File: src/rtl/crash_course_cpu_program_loader.sv
// Program loader for the crash-course CPU: turns a COUNT/data/CHECK byte
// stream into 16-bit program memory writes and gates the CPU reset.
module crash_course_cpu_program_loader #(
  parameter logic [7:0] BASE_ADDRESS = 8'h00
) (
  input  logic        clk,
  input  logic        rst,
  input  logic        start,
  input  logic        byte_valid,
  input  logic [7:0]  byte_data,
  output logic        byte_ready,
  output logic        write_enable,
  output logic [7:0]  write_address,
  output logic [15:0] write_data,
  output logic        cpu_hold,
  output logic        load_done,
  output logic        load_error
);

  localparam int unsigned BYTE_W = 8;
  localparam int unsigned WORD_W = 16;
  localparam int unsigned CNT_W  = 9;

  localparam logic [2:0] S_IDLE  = 3'd0;
  localparam logic [2:0] S_COUNT = 3'd1;
  localparam logic [2:0] S_HIGH  = 3'd2;
  localparam logic [2:0] S_LOW   = 3'd3;
  localparam logic [2:0] S_CHECK = 3'd4;
  localparam logic [2:0] S_ERROR = 3'd5;

  logic [2:0]        state_q, state_d;
  logic [CNT_W-1:0]  cnt_q, cnt_d;
  logic [BYTE_W-1:0] addr_q, addr_d;
  logic [BYTE_W-1:0] sum_q, sum_d;
  logic [BYTE_W-1:0] high_q, high_d;
  logic              we_q, we_d;
  logic [BYTE_W-1:0] waddr_q, waddr_d;
  logic [WORD_W-1:0] wdata_q, wdata_d;
  logic              hold_q, hold_d;
  logic              done_q, done_d;
  logic              err_q, err_d;
  logic              ready_q, ready_d;
  logic              xfer;

  // State and output registers; a pending write is discarded by reset.
  always_ff @(posedge clk) begin
    if (rst) begin
      state_q <= S_IDLE;
      cnt_q   <= '0;
      addr_q  <= '0;
      sum_q   <= '0;
      high_q  <= '0;
      we_q    <= 1'b0;
      waddr_q <= '0;
      wdata_q <= '0;
      hold_q  <= 1'b1;
      done_q  <= 1'b0;
      err_q   <= 1'b0;
      ready_q <= 1'b0;
    end else begin
      state_q <= state_d;
      cnt_q   <= cnt_d;
      addr_q  <= addr_d;
      sum_q   <= sum_d;
      high_q  <= high_d;
      we_q    <= we_d;
      waddr_q <= waddr_d;
      wdata_q <= wdata_d;
      hold_q  <= hold_d;
      done_q  <= done_d;
      err_q   <= err_d;
      ready_q <= ready_d;
    end
  end

  // Next-state logic: stream parsing, word assembly and checksum verdict.
  always_comb begin
    state_d = state_q;
    cnt_d   = cnt_q;
    addr_d  = addr_q;
    sum_d   = sum_q;
    high_d  = high_q;
    we_d    = 1'b0;
    waddr_d = waddr_q;
    wdata_d = wdata_q;
    hold_d  = hold_q;
    done_d  = 1'b0;
    err_d   = err_q;
    xfer    = byte_valid && ready_q;

    case (state_q)
      S_IDLE, S_ERROR: begin
        if (start) begin
          state_d = S_COUNT;
          hold_d  = 1'b1;
          err_d   = 1'b0;
        end
      end
      S_COUNT: begin
        if (xfer) begin
          // A count byte of zero encodes a full 256-word image.
          cnt_d   = (byte_data == '0) ? CNT_W'(256) : CNT_W'(byte_data);
          sum_d   = '0;
          addr_d  = BASE_ADDRESS;
          state_d = S_HIGH;
        end
      end
      S_HIGH: begin
        if (xfer) begin
          high_d  = byte_data;
          sum_d   = BYTE_W'(sum_q + byte_data);
          state_d = S_LOW;
        end
      end
      S_LOW: begin
        if (xfer) begin
          we_d    = 1'b1;
          waddr_d = addr_q;
          wdata_d = {high_q, byte_data};
          addr_d  = BYTE_W'(addr_q + BYTE_W'(1));
          cnt_d   = CNT_W'(cnt_q - CNT_W'(1));
          sum_d   = BYTE_W'(sum_q + byte_data);
          state_d = (cnt_q == CNT_W'(1)) ? S_CHECK : S_HIGH;
        end
      end
      S_CHECK: begin
        if (xfer) begin
          if (byte_data == sum_q) begin
            state_d = S_IDLE;
            done_d  = 1'b1;
            hold_d  = 1'b0;
          end else begin
            state_d = S_ERROR;
            err_d   = 1'b1;
          end
        end
      end
      default: state_d = S_IDLE;
    endcase

    ready_d = (state_d == S_COUNT) || (state_d == S_HIGH) ||
              (state_d == S_LOW)   || (state_d == S_CHECK);
  end

  assign byte_ready    = ready_q;
  assign write_enable  = we_q;
  assign write_address = waddr_q;
  assign write_data    = wdata_q;
  assign cpu_hold      = hold_q;
  assign load_done     = done_q;
  assign load_error    = err_q;

endmodule
File: config.mk
export PLATFORM = sky130hd
export DESIGN_NAME = crash_course_cpu_program_loader
export DESIGN_NICKNAME = d
export VERILOG_FILES = /design/src/rtl/crash_course_cpu_program_loader.sv
export SDC_FILE = /design/constraint.sdc
export NUM_CORES = 1
export LEC_CHECK = 0
export ABC_AREA = 1
export CAP_MARGIN = 20
export CORE_ASPECT_RATIO = 1.75
export CORE_UTILIZATION = 45
export CTS_BUF_LIST = sky130_fd_sc_hd__clkbuf_2
export DETAILED_ROUTE_END_ITERATION = 16
export PLACE_DENSITY_LB_ADDON = 0.25
export SLEW_MARGIN = 20
export SYNTH_ARGS = -nofsm -noshare
export SYNTH_HDL_FRONTEND = slang
export SYNTH_SLANG_ARGS = --single-unit
File: constraint.sdc
create_clock -name clk -period 1.9 [get_ports clk]
set_input_delay 0.38 -clock clk [delete_from_list [all_inputs] [get_ports clk]]
set_output_delay 0.38 -clock clk [all_outputs]
set_load 0.01 [all_outputs]
* Yosys cells after proc, flatten, opt, wreduce, memory -nomap -nowiden
Index checks and enable logic that the tools add are counted.
** Cells by class
- Add/sub/neg operators :: 3
- Eq/ne operators :: 18
- Mux-type cells :: 27
- Bitwise operators :: 3
- Reduce and logical (&&, ||, !) cells :: 19
** Operator list (number)
- $pmux W8 S2 :: 2
- $mux W9 :: 3
- $mux W8 :: 3
- $mux W3 :: 7
- $pmux W9 S2 :: 1
- $pmux W3 S5 :: 1
- $eq A3 B2 Y1 const B :: 4
- $ne A2 B2 Y1 const B :: 6
- $eq A3 B3 Y1 const B :: 3
- $eq A9 B1 Y1 const B :: 1
- $sub A9 B1 Y9 const B :: 1
- $add A8 B1 Y8 const B :: 1
- $add A8 B8 Y8 :: 1
- $eq A8 B8 Y1 :: 1
- $logic_not A8 Y1 :: 1
- $mux W1 :: 8
- $reduce_and A4 Y1 :: 2
- $eq A3 B1 Y1 const B :: 2
- $reduce_and A3 Y1 :: 2
- $reduce_bool A2 Y1 :: 3
- $reduce_or A2 Y1 :: 3
- $pmux W1 S2 :: 2
- $reduce_and A2 Y1 :: 2
- $logic_not A3 Y1 :: 1
- 5 further kinds :: 9
** Word-level totals
- Register bits after elaboration :: 65
- Input bits :: 12
- Output and inout bits :: 29
- Word-level logic and storage cells :: 82

* Logic depth before layout (Yosys ltp)
- Depth after elaboration :: 8
- Gate-level depth with buffers :: 11
- Gate-level depth less buffers :: 11

* Worst setup path after synthesis
Ideal clock, no wire load.
- Kind :: input -> register
- Start point :: input port byte_data[3]
- End point :: register hold_q (netlist: cpu_hold)
- Setup time :: 0.112 ns
- Data arrival time :: 1.429 ns
- Data required time :: 1.788 ns
- Path slack :: 0.359 ns
- Stages :: 11
- Buffers on the path :: 0
- Cells stage by stage :: ha_1 > inv_1 > nand2_1 > nor2_1 > nand3_1 > nor2_1 > nor2_1 > nand2_1 > nand2_1 > clkinv_1 > nand2_1
** On the way
- Word-level cells in the longest chain between the ends :: 3
** Ends and longest elaborated chain
- from (decl) :: RTL line 10 : input logic [7:0] byte_data,
- $eq A8 B8 Y1 :: RTL line 128 : if (byte_data == sum_q) begin
- $ne A2 B2 Y1 (no line)
- $reduce_and A4 Y1 (no line)
- to (signal assigned) :: RTL line 69 : hold_q <= hold_d;
- to (decl) :: RTL line 39 : logic hold_q, hold_d;
Every way passes these cells.
A chain may end at the register's enable or synchronous reset.

* Worst setup path after layout
- Start point :: register ready_q (netlist: byte_ready)
- End point :: output port byte_ready
** RTL lines
- from (decl) :: RTL line 42 : logic ready_q, ready_d;
- from (signal assigned) :: RTL line 72 : ready_q <= ready_d;
- to (decl) :: RTL line 11 : output logic byte_ready,
No word-level cell between the ends.

==> impl.org <==
** Status
- The run finished with clean final reports.

** Timing
- Final Max Slew Viols :: 0
- Achievable Freq :: 0.551 GHz
- At the pin with the least slew margin, the transition time is 387 ps.
- The worst pin sits at a relative slew slack of 74.1%.
- Worst setup skew after layout :: 26.7 ps
- The final hold violation count is 0.
- Minimum clock period after layout :: 1810 ps
- Hold is met by 469 ps.
- Of the available clock period, the critical path in the final layout requires 95.5%.
- Setup repair after global routing left no endpoint under its margin.
- Setup violations remaining at the end of the flow were counted as 0.

** Routing
- Total Routed Length :: 8.25 mm
- The detail route stage leaves a number of antenna-violating nets equal to 0.
- For this run, design rule violations remaining after detail routing come to 0.
- The detailed router finished its first iteration with 163 violations.
- After detailed routing, the number of vias per cell comes to 5.22.
- Routed wire per std cell :: 13.7 um
- Detailed-routing iteration count for the pre-antenna-repair pass :: 5
- The routed layout has 3,139 vias.

** Pwr
- The completed layout was analyzed and its total power is 2880 uW.
- Cell area power density :: 712 nW/um^2
- The worst-case IR drop observed on VDD is 0.437 mV.
- The analysis attributes to cell leakage a power of 0.00183 uW.

** Critical path
- For the worst flop-to-flop path, the logic depth is 11.
- In this run the number of cells on the critical path is 1.
- Grouping stages by cell kind, the critical path spends the most delay in buffers and inverters.
- Capturing point of the worst reg2reg path :: cpu_hold$_SDFFE_PP1P_
- The signal on the critical path passes through clkdlybuf4s50_1.
- The worst setup path is of the flop to primary output kind.
- Data arrives at the worst endpoint at 1430 ps.
- Sort of element at the start of the critical path :: flop
- Timing startpoint of the critical path :: byte_ready$_SDFF_PP0_
- Startpoint of the lowest-slack register-to-register path :: sum_q[5]$_SDFFE_PP0P_
- End point of the critical path :: byte_ready
- The number of buffers and inverters on the critical path is 1.
- Slowest-stage cell, CP :: sky130_fd_sc_hd__clkdlybuf4s50_1
- For the worst setup path, the data required time is 1520 ps.
- The setup check on the worst reg-to-reg path leaves a slack of 210 ps.
- Along the worst path, the maximum fanout reaches 2.
- On the worst path, the slowest cell contributes a delay of 540 ps.
- STA classifies the critical path endpoint as a primary output.

** Logic synthesis
- Summing the sequential cell areas from Yosys gives 40.4% of the chip area.
- Counting flops with an async set or reset pin after synthesis yields a share of 0%.
- Counting flops and latches in the post-synthesis netlist gives 65.
- Yosys mapped a number of flops with a built-in enable equal to 0.
- Number of warning messages in the yosys log :: 0
- Ys flop type :: sky130_fd_sc_hd__dfxtp_1
- Summing every instance area after synthesis gives 3220 sq um.
- Number of distinct library cells after synthesis :: 40
- Counting every instance in the synthesized netlist gives 443.
- The number of nets handed over by synthesis was 466.
- Average size of a mapped cell :: 7.27 sq um

** Cells and area
- From synthesis to final layout, the design area changed by 25.4%.
- FF+latch area :: 1300 sq um
- Fill cell instance count of the final layout :: 663
- The repair_antennas step left the layout with diodes totalling 0.
- Leading cell type in the layout, fill and taps excluded :: sky130_fd_sc_hd__nor2_1
- Fraction of layout cells with a size suffix above 1 :: 15.3%
- Final cell count without fillers :: 601
- For this run, the post-layout net count is 535.
- Measured on the finished design, the core utilization comes to 58.5%.
- Multi-input gate area :: 1650 sq um
- Most frequent cells in the layout :: sky130_fd_sc_hd__nor2_1 (71), sky130_fd_sc_hd__nand2_1 (70), sky130_fd_sc_hd__dfxtp_1 (65)

** Clock network
- Number of CTS-inserted buffers :: 9
- H-tree level count :: 3
- Number of buffers added to fix hold violations after cts :: 0
- Clock-pin slew was measured on the worst setup and hold paths at 170 ps.
- Post-CTS Setup Inserts :: 0
- Clock tree from TritonCTS :: done
- For this design, the sink count on the clock tree is 65.
- The longest clock path from root to sink contains 2 buffers.
- The tree is rooted in a sky130_fd_sc_hd__clkbuf_2.
- Worst-skew pair later-pin latency :: 520 ps

** Floorplan
- The floorplan has 40 rows.
- The die covers 7520 sq um.
- Placeable core area :: 6910 sq um
- Height of the die :: 114 um
- In this run the horizontal extent of the chip is 66.0 um.
- Ports :: 41
- Once the floorplan was initialized, standard cells occupied 46.6% of the core.

** Global routing
- The number of antenna violations at the first check in global routing came to 0.
- Wire length of the first global-routing pass :: 13.8 mm
- Vias in the first global route :: 3,022
- Aggregate global-route resource usage :: 24.2%
- Overall overflow remaining after global route :: 0
- Maximum number of pins on one net before global-route repair :: 31

** Placed design
- Cell Count Post-Placement :: 585
- # port buffers :: 40
- HPWL after detailed placement :: 6.08 mm
- Routability-driven placement finished with a final weighted congestion of 0.952.

** Hold path
- Classification of the worst-slack hold path :: flop to flop
- Launch instance of the worst min-delay path :: cpu_hold$_SDFFE_PP1P_

** Flow run
- The tool flagged a number of max-cap violations equal to 0.
cells by family after synthesis:
kind of cell / count (synthesis) / synth area share [%]
simple gates: 207 / 29.9
compound gates: 97 / 15.8
flops: 65 / 40.4
fa+ha+maj: 11 / 4.50
xor+xnor: 3 / 0.816
buf+inv: 60 / 8.51
report_power, final:
part | leakage [uW] | switching [uW] | internal, uW
clock | 0.0000812 | 493 | 445
combinational | 0.00123 | 294 | 215
sequential | 0.000525 | 28.0 | 1400
total | 0.00183 | 815 | 2060
registers in the layout (all words and copies together), names as in the netlist:
| register | count |
|---|---|
| write_data | 16 |
| cnt_q | 9 |
| addr_q | 8 |
| high_q | 8 |
| sum_q | 8 |
| write_address | 8 |
| state_q | 3 |
| byte_ready | 1 |
| cpu_hold | 1 |
| load_done | 1 |
| load_error | 1 |
| write_enable | 1 |
worst reg2reg max path, cell delays in order (launching register included):
cell	delay (ps)
sky130_fd_sc_hd__dfxtp_1	360
sky130_fd_sc_hd__ha_1	290
sky130_fd_sc_hd__inv_1	90
sky130_fd_sc_hd__nand2_1	50
sky130_fd_sc_hd__nor2_1	180
sky130_fd_sc_hd__nand3_1	180
sky130_fd_sc_hd__nor2_1	170
sky130_fd_sc_hd__nor2_1	80
sky130_fd_sc_hd__nand2_1	80
sky130_fd_sc_hd__nand2_1	50
sky130_fd_sc_hd__clkinv_1	40
sky130_fd_sc_hd__nand2_1	40
through the flow:
stage	worst slack, ps	TNS, ps	cell area (sq um)
6_report	86.3	0	4040
5_1_grt	6.21	0	4040
4_1_cts	41.3	0	4040
3_5_place_dp	-270	-1800	3910
3_3_place_gp	-241	-1550	3910
2_1_floorplan	359	0	3220
cell type report:
cell class	instances	share of cell area (%)
clock buffers	12	1.49
repair buffers	74	16.9
flip-flops and latches	65	32.2
clock inverters	4	1.67
inverters	44	4.40
well taps	84	2.60
multi-input cells	318	40.7
timing repair:
item | in CTS | in global routing
resized for setup | 0 | 1
endpoints found under the hold margin | 0 | 0
setup endpoints to repair | 0 | 1
layer usage:
metal	share of wire, %	GRT usage (%)	up-vias
li1	-	-	1587
met1	39	26.9	1431
met2	53	43.3	102
met3	5.0	4.80	19
met4	2.9	10.6	0
met5	0	0	-
Yosys cell counts, types with 3 or more instances:
| cell | n | area share [%] |
|---|---|---|
| sky130_fd_sc_hd__nor2_1 | 71 | 8.3 |
| sky130_fd_sc_hd__nand2_1 | 70 | 8.2 |
| sky130_fd_sc_hd__dfxtp_1 | 65 | 40 |
| sky130_fd_sc_hd__o21ai_0 | 42 | 6.5 |
| sky130_fd_sc_hd__a21oi_1 | 38 | 5.9 |
| sky130_fd_sc_hd__inv_1 | 36 | 4.2 |
| sky130_fd_sc_hd__nand3_1 | 32 | 5.0 |
| sky130_fd_sc_hd__ha_1 | 10 | 3.9 |
| sky130_fd_sc_hd__o21ai_1 | 8 | 1.2 |
| sky130_fd_sc_hd__buf_2 | 5 | 0.78 |
| sky130_fd_sc_hd__nand2_2 | 5 | 0.97 |
| sky130_fd_sc_hd__nor3_1 | 5 | 0.78 |
| sky130_fd_sc_hd__buf_4 | 4 | 0.93 |
| sky130_fd_sc_hd__nor2_4 | 4 | 1.4 |
| sky130_fd_sc_hd__or2_2 | 4 | 0.78 |
| sky130_fd_sc_hd__clkbuf_1 | 3 | 0.35 |
| sky130_fd_sc_hd__inv_4 | 3 | 0.58 |
| sky130_fd_sc_hd__nand4_1 | 3 | 0.58 |
| sky130_fd_sc_hd__nor2_2 | 3 | 0.58 |
| sky130_fd_sc_hd__o21bai_1 | 3 | 0.70 |
how the worst min path moves through the flow:
stage                                   to  slack [ps]  depth (start not counted)
finish               cpu_hold$_SDFFE_PP1P_         470                          2
global route         sum_q[5]$_SDFFE_PP0P_         510                          2
CTS                  cpu_hold$_SDFFE_PP1P_         470                          2
detailed placement   cpu_hold$_SDFFE_PP1P_         450                          2
global placement     cpu_hold$_SDFFE_PP1P_         450                          2
floorplan           addr_q[7]$_SDFFE_PP0P_         430                          1
Power figures use the tool's default switching activity.
